**src/rtl/seg_scan_mux_if.sv**
```systemverilog
// Bus bundle for seg_scan_mux: value/load toward the scanner and the
// display drive and status signals coming back from it.
interface seg_scan_mux_if #(
    parameter int NUM_DIGITS = 4
);
    logic [4*NUM_DIGITS-1:0] value_in;
    logic                    load;
    logic [3:0]              digit_out;
    logic [NUM_DIGITS-1:0]   anode_n;
    logic                    pending;
    logic                    frame_tick;

    modport master (
        output value_in, load,
        input  digit_out, anode_n, pending, frame_tick
    );

    modport slave (
        input  value_in, load,
        output digit_out, anode_n, pending, frame_tick
    );
endinterface

```
**src/rtl/seg_scan_mux.sv**
```systemverilog
// Double-buffered multi-digit 7-segment scanner with per-slot dead time.
// Optional leading-zero blanking is enabled with `define LEADING_ZERO_BLANK_EN.
module seg_scan_mux #(
    parameter int NUM_DIGITS  = 4,
    parameter int SCAN_DIV    = 50000,
    parameter int DEAD_CYCLES = 16
) (
    input  logic             clk,
    input  logic             rst_n,
    seg_scan_mux_if.slave    bus
);
    localparam int CW = (SCAN_DIV > 1) ? $clog2(SCAN_DIV) : 1;
    localparam int IW = (NUM_DIGITS > 1) ? $clog2(NUM_DIGITS) : 1;
    localparam int VW = 4 * NUM_DIGITS;

    logic [CW-1:0]         slot_cnt_reg;
    logic [IW-1:0]         idx_reg;
    logic [VW-1:0]         shadow_reg;
    logic [VW-1:0]         display_reg;
    logic                  pending_reg;
    logic [NUM_DIGITS-1:0] anode_reg;
    logic [3:0]            digit_reg;
    logic                  frame_tick_reg;

    logic                  slot_last;
    logic                  idx_last;
    logic                  wrap;
    logic                  dead;
    logic [NUM_DIGITS-1:0] anode_sel;
    logic [3:0]            digit_sel;
    logic [3:0]            nib [NUM_DIGITS];

    assign slot_last = (slot_cnt_reg == CW'(SCAN_DIV - 1));
    assign idx_last  = (idx_reg == IW'(NUM_DIGITS - 1));
    assign wrap      = slot_last && idx_last;
    assign dead      = (slot_cnt_reg < CW'(DEAD_CYCLES));
    assign anode_sel = ~({{(NUM_DIGITS-1){1'b0}}, 1'b1} << idx_reg);
    assign digit_sel = nib[idx_reg];

    // Per-digit code presented to the decoder, after optional blanking.
    generate
        for (genvar gi = 0; gi < NUM_DIGITS; gi++) begin : g_nib
`ifdef LEADING_ZERO_BLANK_EN
            if (gi == 0) begin : g_units
                assign nib[gi] = display_reg[3:0];
            end else begin : g_upper
                logic upper_zero;
                assign upper_zero = (display_reg[VW-1:4*gi] == '0);
                assign nib[gi]    = upper_zero ? 4'hF : display_reg[4*gi +: 4];
            end
`else
            assign nib[gi] = display_reg[4*gi +: 4];
`endif
        end
    endgenerate

    always_ff @(posedge clk) begin
        if (!rst_n) begin
            slot_cnt_reg   <= '0;
            idx_reg        <= '0;
            shadow_reg     <= '0;
            display_reg    <= '0;
            pending_reg    <= 1'b0;
            anode_reg      <= '1;
            digit_reg      <= 4'hF;
            frame_tick_reg <= 1'b0;
        end else begin
            slot_cnt_reg <= slot_last ? '0 : slot_cnt_reg + CW'(1);
            if (slot_last) begin
                idx_reg <= idx_last ? '0 : idx_reg + IW'(1);
            end
            // A load on the wrap edge wins and defers the swap by one frame.
            if (bus.load) begin
                shadow_reg  <= bus.value_in;
                pending_reg <= 1'b1;
            end else if (wrap && pending_reg) begin
                display_reg <= shadow_reg;
                pending_reg <= 1'b0;
            end
            frame_tick_reg <= wrap;
            anode_reg      <= dead ? '1 : anode_sel;
            digit_reg      <= dead ? 4'hF : digit_sel;
        end
    end

    assign bus.anode_n    = anode_reg;
    assign bus.digit_out  = digit_reg;
    assign bus.pending    = pending_reg;
    assign bus.frame_tick = frame_tick_reg;
endmodule

```
**src/flat_wrapper.sv**
```systemverilog
// flat-port wrapper written by rule: the top's interface ports become plain ports
module seg_scan_mux_flat 
#(
    parameter int NUM_DIGITS  = 4,
    parameter int SCAN_DIV    = 50000,
    parameter int DEAD_CYCLES = 16
)
  (clk, rst_n, bus_value_in, bus_load, bus_digit_out, bus_anode_n, bus_pending, bus_frame_tick);
  seg_scan_mux_if #(.NUM_DIGITS(NUM_DIGITS)) bus_i ();
  input  logic clk;
  input  logic rst_n;
  input wire logic [$bits(bus_i.value_in)-1:0] bus_value_in;
  input wire logic [$bits(bus_i.load)-1:0] bus_load;
  output wire logic [$bits(bus_i.digit_out)-1:0] bus_digit_out;
  output wire logic [$bits(bus_i.anode_n)-1:0] bus_anode_n;
  output wire logic [$bits(bus_i.pending)-1:0] bus_pending;
  output wire logic [$bits(bus_i.frame_tick)-1:0] bus_frame_tick;
  assign bus_i.value_in = bus_value_in;
  assign bus_i.load = bus_load;
  assign bus_digit_out = bus_i.digit_out;
  assign bus_anode_n = bus_i.anode_n;
  assign bus_pending = bus_i.pending;
  assign bus_frame_tick = bus_i.frame_tick;
  seg_scan_mux #(.NUM_DIGITS(NUM_DIGITS), .SCAN_DIV(SCAN_DIV), .DEAD_CYCLES(DEAD_CYCLES)) u_core (.clk(clk), .rst_n(rst_n), .bus(bus_i));
endmodule
```
**config.mk**
```make
export PLATFORM = sky130hd
export DESIGN_NAME = seg_scan_mux_flat
export DESIGN_NICKNAME = d
export VERILOG_FILES = /design/src/rtl/seg_scan_mux_if.sv /design/src/rtl/seg_scan_mux.sv /design/src/flat_wrapper.sv
export SDC_FILE = /design/constraint.sdc
export NUM_CORES = 1
export LEC_CHECK = 0
export ABC_CLOCK_PERIOD_IN_PS = 1980
export CAP_MARGIN = 20
export CORE_MARGIN = 8
export CORE_UTILIZATION = 50
export DETAILED_ROUTE_END_ITERATION = 10
export DONT_BUFFER_PORTS = 1
export PLACE_DENSITY = 0.75
export SLEW_MARGIN = 20
export SYNTH_ARGS = -nofsm -noshare
export SYNTH_HDL_FRONTEND = slang
export SYNTH_SLANG_ARGS = --single-unit
export TNS_END_PERCENT = 10
```
**constraint.sdc**
```tcl
create_clock -name clk -period 1.98 [get_ports clk]
set_input_delay 0.198 -clock clk [delete_from_list [all_inputs] [get_ports clk]]
set_output_delay 0.198 -clock clk [all_outputs]
set_load 0.01 [all_outputs]
```
==> flow_summary.ini <==
[power]
power.share.sequential_pct = 49.3
power_frac_comb_pct = 3.2
swShare_pct = 20.79
peakVddDrop_mv = 0.9285
power_density_mw_per_mm2 = 905.5
p_int_uw = 2011
switching_power_uw = 527.8
clkPwrFrac_pct = 47.6
leakage_uw = 0.001014

[routing]
drt_first_pass_iters = 4
drt_iter0_markers = 127
wl_um = 4828
viasPerCell = 5.143
vias = 1687
avgRoutedWirePerCell_um = 14.72
ant_nets = 0
remaining_drc_errors = 0

[critical_path]
worst_r2r_path_depth = 5
critPathLaunchType = register
critPathMaxFanout = 16
crit_chain = ha_1, nand4_1, nor4_4, and4_4, mux2i_1
cp_slowest_cell = and4_4
crit_path_end = u_core.display_reg[14]
crit_start = u_core.slot_cnt_reg[0]
worstSetupPathType = reg2reg
cp_slowest_stage_delay_ns = 0.47
critPathRequiredTime_ns = 2.25
end_kind = register
rrSetupSlack_ns = 0.12
arrival_ns = 2.13
worst_r2r_endpoint = u_core.display_reg[14]
rr_startpoint = u_core.slot_cnt_reg[0]

[logic_synthesis]
synth.avg_cell_area_um2 = 10.11
yosys.cell_count.top_type = dfxtp_1
synth_cell_types = 30
synth_top_area_share_pct = 48.29
yosys.area.top_type = dfxtp_1
yosys_warnings = 0
netlist_top_cells_area = dfxtp_1 (48%), mux2i_1 (14%), nand2_1 (5.7%)
ys_async_sr_fraction_pct = 0
synth_nets = 270
synth-seq-area-share_pct = 48.29
synthCells = 246
syn_area_mm2 = 0.002487
ys_ff_latch = 60
synthTopCellsByCount = dfxtp_1 (60), nand2_1 (38), mux2i_1 (34), nor2b_1 (18), nor2_1 (17)
synth-edff-count = 0
ys.flop_type = dfxtp_1

[sta]
finClkSkew_ns = 0.005723
holdWs_ns = 0.02232
fin_tns_setup_ns = 0
tightest_slew_ns = 1.071
finalSetupViolations = 0
rsz0062_at_grt = false
final-max-slew-violation-count = 0
fin_crit_ns = 1.863
fin_crit_sh_pct = 94.10
fmax_mhz = 536.7
hold_viol = 0
slew_headroom_pct = 28.34

[cts]
cts_tree = yes
cts_resized = 0
clk-insertion-delay-late_ns = 0.34
cts_inserted_buffers = 9
cts.sinks = 60
path_clk_slew_ns = 0.07
htreeDepth = 3
clock_path_buffers = 2
postCtsSetupRepairBufs = 0
cts_root_buffer = clkbuf_8

[grt]
grt-ovfl-total = 0
grt_pass1_wl_um = 8107
grt_pass1_vias = 1710
grtUsageTotal_pct = 14.24
antenna_found_initial = 0
grt_max_degree = 34

[die]
initial_core_util_pct = 52.32
core_mm2 = 0.004755
ios = 29
rows = 25
die_area_mm2 = 0.007487
fp.dieH_um = 86.53
die_w_um = 86.53

[finish]
drive_above_1_share_pct = 12.26
fin_util_pct = 58.97
diodes = 0
fillers = 414
nNetsFinal = 280
area_growth_pct = 12.73

[placement]
numPortBuffers = 0
place_hpwl_um = 3007
gp_congestion = 0.8374

[status]
status = complete, no violations

[hold_path]
hp-class = in2reg

[job]
cap_violations = 0
[stage by stage]
step | worst slack [ns] | power [µW] | instances | cell area [µm²]
final | 0.1167 | 2539 | 328 | 2804
after global routing | 0.001041 | 2641 | 328 | 2804
after CTS | 0.1256 | 2570 | 328 | 2804
after detailed placement | 0.1490 | 1336 | 307 | 2537
after global placement | 0.2071 | 1332 | 307 | 2537
after floorplan | 0.07110 | 1343 | 246 | 2487
[how the worst min path moves through the flow]
stage | from | end | slack, ns | cells past startpoint
3_5_place_dp | rst_n | u_core.shadow_reg[14] | 0.34 | 1
3_3_place_gp | rst_n | u_core.slot_cnt_reg[2] | 0.33 | 1
2_1_floorplan | bus_value_in[0] | u_core.shadow_reg[0] | 0.37 | 2
5_1_grt | bus_value_in[10] | u_core.shadow_reg[10] | 0.006 | 2
6_report | rst_n | u_core.display_reg[13] | 0.02 | 2
4_1_cts | rst_n | u_core.display_reg[7] | 0.0006 | 2
[layout make-up]
class	count	area [µm²]	share of cell area [%]
Timing Repair Buffer	11	95.09	3.391
Clock buffer	11	141.4	5.042
Clock inverter	5	75.07	2.677
Tap cell	67	83.83	2.990
Inverter	9	33.78	1.205
Multi-Input combinational cell	165	1174	41.86
Sequential cell	60	1201	42.84
[worst max-delay path: cells and delay by family (launching register included)]
kind / cells / cell delay, ns
and+or+nand+nor: 3 / 0.95
DFF: 1 / 0.38
adders and majority gates: 1 / 0.23
muxes: 1 / 0.23
[power groups by stage]
stage	Sequential [µW]	Combinational, µW	Clock, µW
finish	1250	80.4	1210
global route	1250	89.5	1300
CTS	1250	81.1	1240
detailed placement	1280	58.9	0
global placement	1280	56.3	0
floorplan	1270	70.7	0
[placed cells by master (no fill, tap or decap), drive strengths merged, types with 5 or more instances in the layout]
master | synthesis | layout
mux2i | 34 | 34
inv | 9 | 9
nor2 | 17 | 17
nand2b | 5 | 5
nand2 | 38 | 38
dfxtp | 60 | 60
dlygate4sd3 | 0 | 5
nand4 | 7 | 7
nor2b | 18 | 18
buf | 3 | 6
xnor2 | 10 | 10
ha | 5 | 5
clkbuf | 9 | 11
[timing repair]
action	4_1_cts	5_1_grt
hold endpoints to repair	28	0
hold buffers	5	0
setup endpoints to repair	0	0
[logic make-up after synthesis]
logic type / Yosys count / synth area share, %
AO/OA/AOI/OAI: 7 / 2.062
XOR/XNOR: 12 / 4.225
adder cells (fa/ha/maj): 5 / 2.515
buffers and inverters: 21 / 4.527
flip-flops: 60 / 48.29
multiplexers: 38 / 17.30
AND/OR/NAND/NOR: 103 / 21.08
[per-layer routing]
layer  up-vias  wire (µm)  track usage [%]
met5         -          0                0
met4         0         48            4.695
met3         6        292            7.278
met2        31       2235            22.57
met1       802       2252            16.15
li1        848          -                -
No activity file was read; power rests on OpenSTA's default activity.
